==> src/rtl/regfile_bank.sv <==
// Storage stage of the 8-entry register file.
// It has one handshaked write port, a sequential bulk-clear engine and per-entry dirty flags.
module regfile_bank #(
  parameter int               WIDTH       = 8,
  parameter logic [WIDTH-1:0] RESET_VALUE = '0
) (
  input  logic             clk,
  input  logic             rst_n,
  input  logic             wr_valid,
  output logic             wr_ready,
  input  logic [2:0]       wr_addr,
  input  logic [WIDTH-1:0] wr_data,
  input  logic             clr_req,
  output logic             busy,
  output logic [7:0]       dirty,
  output logic [WIDTH-1:0] regAout,
  output logic [WIDTH-1:0] regBout,
  output logic [WIDTH-1:0] regCout,
  output logic [WIDTH-1:0] regDout,
  output logic [WIDTH-1:0] regEout,
  output logic [WIDTH-1:0] regFout,
  output logic [WIDTH-1:0] regGout,
  output logic [WIDTH-1:0] regHout
);

  typedef enum logic {IDLE, CLEAR} state_t;

  state_t           state;
  logic [2:0]       clrPtr;
  logic [WIDTH-1:0] regs [8];

  always_ff @(posedge clk or negedge rst_n) begin
    if (!rst_n) begin
      // NOTE: the register array is reset like any other flop because RESET_VALUE is architecturally visible.
      for (int i = 0; i < 8; i++) regs[i] <= RESET_VALUE;
      dirty    <= 8'h00;
      state    <= IDLE;
      clrPtr   <= 3'd0;
      busy     <= 1'b0;
      wr_ready <= 1'b1;
    end else begin
      case (state)
        IDLE: begin
          if (wr_valid && wr_ready) begin
            regs[wr_addr]  <= wr_data;
            dirty[wr_addr] <= 1'b1;
          end
          // A write on the same edge still lands; the walk overwrites it later.
          if (clr_req) begin
            state    <= CLEAR;
            clrPtr   <= 3'd0;
            busy     <= 1'b1;
            wr_ready <= 1'b0;
          end
        end
        CLEAR: begin
          regs[clrPtr]  <= RESET_VALUE;
          dirty[clrPtr] <= 1'b0;
          clrPtr        <= clrPtr + 3'd1;
          if (clrPtr == 3'd7) begin
            state    <= IDLE;
            busy     <= 1'b0;
            wr_ready <= 1'b1;
          end
        end
        default: state <= IDLE;
      endcase
    end
  end

  assign regAout = regs[0];
  assign regBout = regs[1];
  assign regCout = regs[2];
  assign regDout = regs[3];
  assign regEout = regs[4];
  assign regFout = regs[5];
  assign regGout = regs[6];
  assign regHout = regs[7];

endmodule
==> config.mk <==
export PLATFORM = sky130hd
export DESIGN_NAME = regfile_bank
export DESIGN_NICKNAME = d
export VERILOG_FILES = /design/src/rtl/regfile_bank.sv
export SDC_FILE = /design/constraint.sdc
export NUM_CORES = 1
export LEC_CHECK = 0
export BUFFER_PORTS_ARGS = -buffer_cell sky130_fd_sc_hd__buf_2
export CORE_MARGIN = 3
export CORE_UTILIZATION = 55
export CTS_CLUSTER_SIZE = 8
export DETAILED_ROUTE_END_ITERATION = 8
export GPL_TIMING_DRIVEN = 1
export PLACE_DENSITY = 0.93
export SYNTH_ARGS = -nofsm -noshare
export SYNTH_HDL_FRONTEND = slang
export SYNTH_SLANG_ARGS = --single-unit
==> constraint.sdc <==
create_clock -name clk -period 2.8 [get_ports clk]
set_clock_uncertainty 0.2 [all_clocks]
set_input_delay 0.28 -clock clk [delete_from_list [all_inputs] [get_ports clk]]
set_output_delay 0.28 -clock clk [all_outputs]
set_load 0.02 [all_outputs]
* Word level (Yosys, flattened, before mapping)
Index checks and enable logic that the tools add are counted.
** Operators by class
- Add/subtract/negate cells :: 1
- Order comparisons :: 8
- Equal/unequal tests :: 4
- Mux-type cells :: 24
- Bitwise logic cells :: 8
- Reduce and logical (&&, ||, !) cells :: 6
** Operator list (count)
- 64-bit one-hot mux with 2 select lines :: 1
- 64-bit AND :: 1
- 64-bit bitwise mux :: 1
- 64-bit 2-to-1 mux :: 1
- 64-bit NOT :: 1
- 8-bit demux with 3-bit select :: 2
- 8-bit 2-to-1 mux :: 3
- 8-bit one-hot mux with 2 select lines :: 1
- 8-bit AND :: 1
- 4-bit greater-or-equal comparator, second input constant :: 2
- 3-bit by 4-bit < comparator with 1-bit output, second input constant :: 2
- 4-bit by 1-bit < comparator with 1-bit output, second input constant :: 2
- 1-bit 2-to-1 mux :: 8
- 3-bit NOT with 4-bit output :: 2
- 8-bit NOT :: 1
- 8-bit OR :: 1
- 1-bit demux with 3-bit select :: 2
- 3-bit by 1-bit greater-or-equal comparator with 1-bit output, second input constant :: 2
- 1-bit one-hot mux with 2 select lines :: 3
- 3-bit one-hot mux with 2 select lines :: 1
- 1-bit logical AND :: 5
- 2-bit != test, second input constant :: 2
- 3-bit by 1-bit adder with 3-bit output, second input constant :: 1
- 3-bit equality test, second input constant :: 1
- other kinds (4) :: 4
** Storage, ports and cells
- Flip-flop bits (word level) :: 78
- Input bits :: 15
- Word-level logic and storage cells :: 64

* Longest topological paths before layout
- Depth in word-level cells :: 8
- Gate-level depth with buffers :: 5

* Least setup slack after synthesis
Ideal clock, no wire load.
- Path kind :: reg-to-reg
- From :: register wr_ready
- To :: register regs (netlist bit regHout[0])
- Setup time :: 0.079 ns
- Data arrival time :: 1.410 ns
- Data required time :: 2.521 ns
- Setup slack :: 1.110 ns
- Cell stages (with the launch flop) :: 6
- Path buffers :: 2
- Clock period less this slack :: 1.690 ns
- Cell sequence :: dfstp_2 and3_1 clkbuf_1 nor2b_1 buf_4 mux2i_1
** On the way
- Cells in the longest elaborated chain, start to end :: 2
** Ends and longest elaborated chain
- start, declared :: line 10 : output logic wr_ready,
- start signal, assigned :: line 40 : wr_ready <= 1'b1;
- start signal, assigned :: line 53 : wr_ready <= 1'b0;
- start signal, assigned :: line 63 : wr_ready <= 1'b1;
- 1-bit logical AND :: line 44 : if (wr_valid && wr_ready) begin
- 2-bit != test (no source line)
- end signal, assigned by index :: line 45 : regs[wr_addr] <= wr_data;
- end, declared :: line 30 : logic [WIDTH-1:0] regs [8];
No other way between the ends.
A chain may end at the register's enable or synchronous reset.

* Final worst setup path
- From :: register state
- To :: register regs (netlist bit regAout[4])
** On the way
- Cells in the longest elaborated chain, start to end :: 2
- Elaborated cells between the ends (all ways) :: 3
- Those cells by class :: eq/ne (1); mux (1); bitwise (1)
** Ends and longest elaborated chain
- start, declared :: line 28 : state_t state;
- start signal, assigned :: line 37 : state <= IDLE;
- start signal, assigned :: line 50 : state <= CLEAR;
- start signal, assigned :: line 61 : state <= IDLE;
- 1-bit NOT
- 64-bit one-hot mux with 2 select lines / 2-bit != test (equally long branches)
Parallel ways exist; a longest one is shown, timed or not.

==> results.json <==
{
  "status": "complete, no violations",
  "rows": 27,
  "final.setup.worst_slack_ns": 0.885,
  "layout.cells.non_filler": 451,
  "path_max_fanout": 19,
  "synth_most_common_cell": "nand2_1",
  "ys_top_cells_by_area": "dfrtp_1, mux2i_1, nand2_1",
  "num_vias": 2432,
  "clk_pin_slew_ns": 0.08,
  "place_hpwl_mm": 5.35,
  "die_height_um": 83.4,
  "via_per_inst": 5.39,
  "final_util": 0.707,
  "min_period_ns": 1.91,
  "synthFlopType": "dfrtp_1",
  "final_area_um2": 3990,
  "place_congestion": 0.807,
  "netlist.area_leader.share": 0.585,
  "hold_path.class": "input port to flip-flop",
  "initial_core_util": 0.583,
  "max_clock_freq_ghz": 0.522,
  "grt_pass1_wl_mm": 12.8,
  "grt_max_degree": 79,
  "drt_wl_total_mm": 7.89,
  "slew_viol_final": 0,
  "synth_top_area_cell": "dfrtp_1",
  "final_hold_viol_count": 0,
  "slew_headroom": 0.349,
  "p_total_mw": 4.24,
  "grt-ovfl-total": 0,
  "ios": 89,
  "cts.repair.resized": 0,
  "yosys_warnings": 0,
  "synth.distinct_cells": 28,
  "rsz0062_at_grt": "false",
  "cts_sinks": 78,
  "core-area_um2": 5640,
  "cap_violations": 0,
  "hold-worst-slack_ns": 0.141,
  "postSynth.asyncResetShare": 1.00,
  "synthToLayoutAreaGrowth_pct": 21.1,
  "diodes": 0,
  "wl_met3_um": 532,
  "fin_tns_setup_ns": 0,
  "route.met2.wl_mm": 3.98,
  "placed_area_um2": 3760,
  "setup_viol": 0,
  "io_buffers": 88,
  "synth_edf_count": 0,
  "grtUsageTotal": 0.237,
  "syn_nets": 304,
  "cts_tree": "done",
  "antenna_found_initial": 0,
  "cts_buffer_depth": 2,
  "die_w_um": 83.4,
  "fin_nets": 392,
  "timing.final.crit_share": 0.684,
  "topRoutingLayerUsed": "met4",
  "drive_above_1_share": 0.298,
  "cts_root_buf": "clkbuf_8",
  "synth_common_cells": "nand2_1, dfrtp_1, mux2i_1",
  "worst_slew_pin_slew_ns": 0.977,
  "critPathCaptureType": "flip-flop",
  "syn_avg_cell_area_um2": 11.5,
  "drt_iter0_drc": 201,
  "place_ws_ns": 0.929,
  "synth-seq-cells": 78,
  "clk_latency_ns": 0.35,
  "n_fill_cell": 411,
  "syn_inst": 286,
  "drcViolationCount": 0,
  "arrival_ns": 1.93,
  "cp.required_ns": 2.82,
  "seq_area_frac_synth": 0.593,
  "first_global_vias": 2445,
  "wl_per_cell_um": 17.5,
  "first_pass_iters": 4,
  "drt-met1-wl_mm": 3.26,
  "ant_nets": 0,
  "powerDensity_nw_per_um2": 1060,
  "netlist_area_um2": 3290,
  "cts_max_level": 3,
  "die_area_um2": 6950,
  "leakagePower_nw": 2.45,
  "place_inst": 433,
  "cts_made_buffers": 9,
  "peakVddDrop_v": 0.000687,
  "startpoint_type": "flip-flop",
  "cts_setup_buffers": 0,
  "worstSetupPathType": "flip-flop to flip-flop"
}
kinds of logic (layout without fill, tap and decap cells):
| kind of cell | count (synthesis) | in the layout | share of synthesized area |
|---|---|---|---|
| AND/OR/NAND/NOR | 106 | 106 | 0.148 |
| flip-flops | 78 | 78 | 0.593 |
| multiplexers | 64 | 64 | 0.195 |
| buffers and inverters | 26 | 119 | 0.0369 |
| AO/OA/AOI/OAI | 9 | 9 | 0.0156 |
| adder cells (fa/ha/maj) | 3 | 3 | 0.0114 |
report_power, final:
part / internal (mW) / switching [mW]
combinational: 0.521 / 1.03
clock: 0.442 / 0.436
sequential: 1.52 / 0.288
total: 2.49 / 1.75
worst paths after layout:
check	start	end	slack [ns]	depth (start not counted)
setup / recovery	state	regAout[4]	0.89	3
hold reg to reg	dirty[1]	dirty[1]	0.28	2
min in group asynchronous	rst_n	regDout[2]	0.42	2
setup reg to reg	state	regAout[4]	0.89	3
max in group asynchronous	rst_n	regGout[6]	1.34	2
hold / removal	wr_data[2]	regCout[2]	0.14	3
routing by layer:
| layer | track usage | vias up |
|---|---|---|
| met1 | 0.309 | 1215 |
| met3 | 0.0675 | 11 |
| li1 | - | 1119 |
| met2 | 0.375 | 87 |
| met5 | 0 | - |
| met4 | 0.0921 | 0 |
layout make-up:
type,instances,area (µm²),area share
Sequential cell,78,1950,0.490
Multi-Input combinational cell,182,1220,0.305
Timing Repair Buffer,92,478,0.120
Clock buffer,10,138,0.0345
Tap cell,72,90.1,0.0226
Clock inverter,6,70.1,0.0176
Inverter,11,41.3,0.0104
cells in the final DEF (no fill, tap or decap), types with 2 or more instances in the layout:
cell and count:
inv_1 11, nand4b_1 3, mux2i_1 64, nand2_1 81
buf_2 87, o21ai_0 3, a21o_1 2, nor2_1 3
buf_4 3, nand3_1 3, clkbuf_8 10, dlygate4sd3_1 2
a21oi_1 3, nand2_2 4, ha_1 3, clkinv_4 3
dfrtp_1 77, nand4bb_1 3
sequential cells by signal, summed over array words and instances (netlist names):
signal    flops
regCout       8
wr_ready      1
dirty         8
regFout       8
clrPtr        3
regDout       8
regBout       8
busy          1
regHout       8
regGout       8
state         1
regAout       8
regEout       8
critical path: stages (launching register included):
cell and delay, ns:
dfrtp_1 0.70, or4b_1 0.66, nand2_1 0.14, mux2i_1 0.09
timing repair:
item / 4_1_cts / 5_1_grt
hold endpoints to repair: 80 / 0
hold buffers: 2 / 0
endpoints found under the setup margin: 0 / 0
(Power assumes the default switching activity.)
